--- config.mk ---
export PLATFORM = sky130hd
export DESIGN_NAME = lsu_bus_master
export DESIGN_NICKNAME = d
export VERILOG_FILES = /design/src/rtl/lsu_bus_master.sv
export SDC_FILE = /design/constraint.sdc
export NUM_CORES = 1
export LEC_CHECK = 0
export ABC_AREA = 1
export BUFFER_PORTS_ARGS = -buffer_cell sky130_fd_sc_hd__buf_4
export CAP_MARGIN = 20
export CELL_PAD_IN_SITES_DETAIL_PLACEMENT = 0
export CELL_PAD_IN_SITES_GLOBAL_PLACEMENT = 1
export CORE_AREA = 2 2 123 125
export CTS_BUF_LIST = sky130_fd_sc_hd__clkbuf_8 sky130_fd_sc_hd__clkbuf_16
export DETAILED_ROUTE_END_ITERATION = 6
export DIE_AREA = 0 0 125 127
export GPL_ROUTABILITY_DRIVEN = 0
export GPL_TIMING_DRIVEN = 0
export PLACE_DENSITY = 0.92
export SYNTH_ARGS = -nofsm -noshare
export SYNTH_HDL_FRONTEND = slang
export SYNTH_SLANG_ARGS = --single-unit
export TNS_END_PERCENT = 5
--- constraint.sdc ---
create_clock -name clk -period 2.4 [get_ports clk]
set_clock_uncertainty 0.2 [all_clocks]
set_input_delay 0.24 -clock clk [delete_from_list [all_inputs] [get_ports clk]]
set_output_delay 0.24 -clock clk [all_outputs]
set_load 0.02 [all_outputs]
--- src/rtl/lsu_bus_master.sv ---
// lsu_bus_master: bridges RV32I load/store requests to a single-beat request/response data bus.
// Parameter TIMEOUT_CYCLES: WAIT cycles without d_valid_i before the access is aborted with lsu_err_o.
// Optional macro LSU_MISALIGN_TRAP_EN: misaligned half/word accesses are trapped in IDLE instead of issued aligned.
// Ports:
//   clk, rst_n                         clock, asynchronous active-low reset
//   lsu_req_i/we_i/funct3_i/addr_i/wdata_i   core request (held until lsu_done_o)
//   lsu_stall_o, lsu_done_o, lsu_rdata_o, lsu_err_o, lsu_misalign_o   core status/result
//   a_valid_o/address_o/opcode_o/data_o/size_o/mask_o                 bus request channel
//   d_valid_i/opcode_i/data_i                                          bus response channel
module lsu_bus_master #(
    parameter int unsigned TIMEOUT_CYCLES = 16
) (
    input  logic        clk,
    input  logic        rst_n,
    input  logic        lsu_req_i,
    input  logic        lsu_we_i,
    input  logic [2:0]  lsu_funct3_i,
    input  logic [31:0] lsu_addr_i,
    input  logic [31:0] lsu_wdata_i,
    output logic        lsu_stall_o,
    output logic        lsu_done_o,
    output logic [31:0] lsu_rdata_o,
    output logic        lsu_err_o,
    output logic        lsu_misalign_o,
    output logic        a_valid_o,
    output logic [11:0] a_address_o,
    output logic [2:0]  a_opcode_o,
    output logic [31:0] a_data_o,
    output logic [1:0]  a_size_o,
    output logic [3:0]  a_mask_o,
    input  logic        d_valid_i,
    input  logic [2:0]  d_opcode_i,
    input  logic [31:0] d_data_i
);
    typedef enum logic [1:0] {IDLE, REQ, WAIT, RESP} state_t;
    state_t      state_q, state_d;
    logic        we_q, we_d, err_q, err_d, mis_q, mis_d;
    logic [2:0]  f3_q, f3_d;
    logic [13:0] addr_q, addr_d;
    logic [31:0] wdata_q, wdata_d, rdata_q, rdata_d;
    logic [4:0]  cnt_q, cnt_d;
    logic        misaligned, is_req, is_resp;
    logic [1:0]  size;
    logic [3:0]  mask;
    logic [31:0] wrepl, load_val;
    logic [7:0]  byte_lane;
    logic [15:0] half_lane;
    logic        unused_bits;
    assign unused_bits = ^{d_opcode_i, lsu_addr_i[31:14]};
`ifdef LSU_MISALIGN_TRAP_EN
    assign misaligned = lsu_funct3_i[1] ? (lsu_addr_i[1:0] != 2'b00) : (lsu_funct3_i[0] & lsu_addr_i[0]);
`else
    assign misaligned = 1'b0;
`endif
    // funct3[1:0] selects width; funct3[2] set means zero-extend on loads
    assign size      = f3_q[1] ? 2'b10 : {1'b0, f3_q[0]};
    assign mask      = f3_q[1] ? 4'hF : f3_q[0] ? (addr_q[1] ? 4'hC : 4'h3) : 4'b0001 << addr_q[1:0];
    assign wrepl     = f3_q[1] ? wdata_q : f3_q[0] ? {2{wdata_q[15:0]}} : {4{wdata_q[7:0]}};
    assign byte_lane = d_data_i[8*addr_q[1:0] +: 8];
    assign half_lane = addr_q[1] ? d_data_i[31:16] : d_data_i[15:0];
    assign load_val  = f3_q[1] ? d_data_i
                     : f3_q[0] ? {{16{~f3_q[2] & half_lane[15]}}, half_lane}
                     : {{24{~f3_q[2] & byte_lane[7]}}, byte_lane};
    always_comb begin
        state_d = state_q;
        we_d    = we_q;
        f3_d    = f3_q;
        addr_d  = addr_q;
        wdata_d = wdata_q;
        rdata_d = rdata_q;
        cnt_d   = cnt_q;
        err_d   = err_q;
        mis_d   = mis_q;
        case (state_q)
            IDLE: if (lsu_req_i) begin
                we_d    = lsu_we_i;
                f3_d    = lsu_funct3_i;
                addr_d  = lsu_addr_i[13:0];
                wdata_d = lsu_wdata_i;
                rdata_d = '0;
                cnt_d   = '0;
                err_d   = 1'b0;
                mis_d   = misaligned;
                state_d = misaligned ? RESP : REQ;
            end
            REQ:  state_d = WAIT;
            WAIT: if (d_valid_i) begin
                state_d = RESP;
                rdata_d = we_q ? '0 : load_val;
            end else if (cnt_q == 5'(TIMEOUT_CYCLES - 1)) begin
                // this is the TIMEOUT_CYCLES-th WAIT cycle without a response
                state_d = RESP;
                err_d   = 1'b1;
                rdata_d = '0;
            end else begin
                cnt_d = cnt_q + 5'd1;
            end
            default: state_d = IDLE;
        endcase
    end
    always_ff @(posedge clk or negedge rst_n) begin
        if (!rst_n) begin
            state_q <= IDLE;
            we_q    <= 1'b0;
            f3_q    <= '0;
            addr_q  <= '0;
            wdata_q <= '0;
            rdata_q <= '0;
            cnt_q   <= '0;
            err_q   <= 1'b0;
            mis_q   <= 1'b0;
        end else begin
            state_q <= state_d;
            we_q    <= we_d;
            f3_q    <= f3_d;
            addr_q  <= addr_d;
            wdata_q <= wdata_d;
            rdata_q <= rdata_d;
            cnt_q   <= cnt_d;
            err_q   <= err_d;
            mis_q   <= mis_d;
        end
    end
    assign is_req         = state_q == REQ;
    assign is_resp        = state_q == RESP;
    assign a_valid_o      = is_req;
    assign a_address_o    = is_req ? addr_q[13:2] : '0;
    assign a_opcode_o     = (is_req & ~we_q) ? 3'b100 : 3'b000;
    assign a_size_o       = is_req ? size : '0;
    assign a_mask_o       = is_req ? mask : '0;
    assign a_data_o       = is_req ? wrepl : '0;
    // rst_n gates the IDLE term so stall is low throughout reset even if the core requests
    assign lsu_stall_o    = rst_n & (((state_q == IDLE) & lsu_req_i) | is_req | (state_q == WAIT));
    assign lsu_done_o     = is_resp;
    assign lsu_rdata_o    = is_resp ? rdata_q : '0;
    assign lsu_err_o      = is_resp & err_q;
    assign lsu_misalign_o = is_resp & mis_q;
endmodule

==> flow_summary.yaml <==
layout:
  fin_nets: 1009
  fill_cells: 1384
  final_area_sq_um: 7495
  fin_util: 0.5196
  drive_gt1_frac: 0.3281
  synthToLayoutAreaGrowth_pct: 49.38
  num_antenna_cells: 0
grt:
  globalRouteTotalUtil: 0.2133
  grt.busiest_layer: "met2"
  grtUsageMet1: 0.2546
  antenna_found_initial: 0
  first_global_vias: 5209
  grt_max_degree: 55
  grt_pass1_wl_um: 26640
  grt-ovfl-total: 0
  grt_use_met2: 0.3629
  use_met3: 0.06742
flow_run:
  drv_cap: 0
yosys:
  synth_top_area_frac: 0.4489
  syn_area_sq_um: 5017
  synth_area_leaders: "dfrtp_1, nand2_1, mux2_2"
  synth_top_flop_cell: "dfrtp_1"
  synth_cells: 653
  synth-async-reset-ratio: 1.000
  synth_edf_count: 0
  yosys.area.top_type: "dfrtp_1"
  synth.avg_cell_area_sq_um: 7.683
  yosys_warnings: 0
  ys_seq_elements: 90
  ys_seq_area_frac: 0.4489
  ys_types: 29
timing:
  period_needed_ns: 2.320
  period_share: 0.9667
  grt_setup_unrepaired: "yes"
  setup_tns_ns: 0
  final-hold-violation-count: 0
  maxSlewViolCount: 0
  setup_violations: 0
  max_freq_mhz: 431.0
placed_design:
  io_buffer_count: 172
  detailed_place_hpwl_um: 12110
  placed_area_sq_um: 6574
drt:
  drtAntennaViolNets: 0
  drc_errors: 0
  viasPerCell: 4.718
  first_pass_iters: 5
  wire_per_inst_um: 15.52
  wl_um: 16810
  vias: 5110
  drt_iter0_markers: 304
cts:
  cts_buffers: 9
  clock_latency_ns: 0.35
  clockBufferDepth: 2
  cts_tree: "built"
  root_buffer: "clkbuf_16"
  htreeDepth: 3
  cts_sinks: 90
  cts.clk_slew.worst_paths_ns: 0.06
critical_path:
  crit_path_top_delay_cell: "dfrtp_2"
  path_cells: "inv_1 -> ha_1 -> nand2_1 -> buf_6 -> buf_4 -> a31oi_2 -> buf_4"
  worstPathArrival_ns: 1.88
  crit_type: "reg2out"
  end_kind: "output port"
  worstPathMaxFanout: 10
  critPathLaunchType: "register"
  crit_cells: 7
  worst-path-buf-inv: 4
  crit_family: "buffers and inverters"
  slowest_delay_ns: 0.45
  cp_data_required_time_ns: 1.96
  critPathMostFrequentCell: "buf_4"
  reg2regPathDepth: 11
die:
  ios: 197
  rows: 44
  die_area_sq_um: 15880
  fp.dieH_um: 127
  start_util: 0.3478
  core_sq_um: 14420
  die_w_um: 125
hold_path:
  hold_path_class: "in2reg"
  hold_depth: 5
power:
  ir_drop_mv: 0.5961
  total_power_mw: 8.384
  power_leakage_nw: 4.335
  p_per_area_nw_per_um2: 1119
outcome:
  status: "finished, final reports clean"
==> cells by family after synthesis <==
| logic type | share of synthesized area |
|---|---|
| AOI/OAI and AO/OA | 0.05436 |
| adders and majority gates | 0.01746 |
| DFF | 0.4489 |
| and+or+nand+nor | 0.2806 |
| muxes | 0.1010 |
| buffers and inverters | 0.09701 |
| other | 0.0007474 |
==> where the power goes <==
| group | switching [mW] | internal [mW] |
|---|---|---|
| Clock | 0.604 | 0.807 |
| Combinational | 2.58 | 1.75 |
| Sequential | 0.450 | 2.19 |
| Total | 3.63 | 4.75 |
==> layout by cell type, fill, tap and decap left out, types with 10 or more instances in the layout <==
cell	count
buf_4	185
nand2_1	245
o21ai_0	19
inv_1	75
dlygate4sd3_1	51
dfrtp_1	89
o21ai_1	16
mux2_2	45
buf_2	10
nand3_1	25
nor2_1	55
==> synth_stat cells, types with 3 or more instances <==
master / n
ha_1: 7
nand3_1: 26
buf_4: 5
inv_2: 3
dfrtp_1: 90
nand4_1: 3
nand2_2: 6
buf_2: 15
nor2_1: 55
mux2_2: 45
o21ai_1: 11
clkbuf_1: 8
inv_1: 77
o21ai_0: 25
o22ai_1: 3
nor2_4: 3
nand2_1: 247
buf_6: 3
a21oi_1: 9
==> final timing paths <==
check,startpoint,endpoint,slack (ns)
hold reg to reg,rdata_q[10],rdata_q[10],0.28
min in group asynchronous,rst_n,rdata_q[1],0.24
setup / recovery,state_q[0],lsu_stall_o,0.08
setup reg to reg,cnt_q[0],rdata_q[31],0.31
max in group asynchronous,rst_n,wdata_q[24],1.49
hold / removal,d_data_i[2],rdata_q[2],0.01
==> routing by layer <==
layer / up-vias / wire (um)
met2: 218 / 8007
met3: 24 / 1608
li1: 2496 / -
met4: 0 / 374
met5: - / 0
met1: 2372 / 6816
==> registers in the layout, summed over array words and instances (netlist names) <==
signal / cells
err_q: 1
rdata_q: 32
f3_q: 3
state_q: 2
cnt_q: 5
we_q: 1
addr_q: 14
wdata_q: 32
==> worst min-delay path: cells and delay by family <==
family | cells | cell delay [ns]
buf+inv | 2 | 0.11
simple gates | 3 | 0.18
==> what timing repair did <==
action,CTS,global route
gates resized for setup,21,13
setup endpoints to repair,71,41
buffers inserted,0,4
hold buffers,52,0
gates cloned,0,0
hold endpoints to repair,87,0
==> through the flow <==
| stage | hold WS, ns | setup WS, ns | std cells |
|---|---|---|---|
| floorplan | -0.2556 | 0.2339 | 655 |
| global placement | 0.2625 | 0.02715 | 1011 |
| detailed placement | 0.06073 | -0.01030 | 1012 |
| CTS | 0.002165 | 0.008290 | 1079 |
| global route | 0.03470 | -0.02285 | 1083 |
| finish | 0.01248 | 0.07982 | 1083 |
==> area by class of cell <==
class	instances	area, sq um	area share
multi-input combinational	452	2318	0.3093
sequential	90	2253	0.3007
timing repair buffer	229	1879	0.2508
inverter	81	306.5	0.04090
clock buffer	13	280.3	0.03740
tap	184	230.2	0.03072
buffer	32	215.2	0.02871
clock inverter	2	11.26	0.001503
Note: power is estimated with default switching activity, not from simulation.
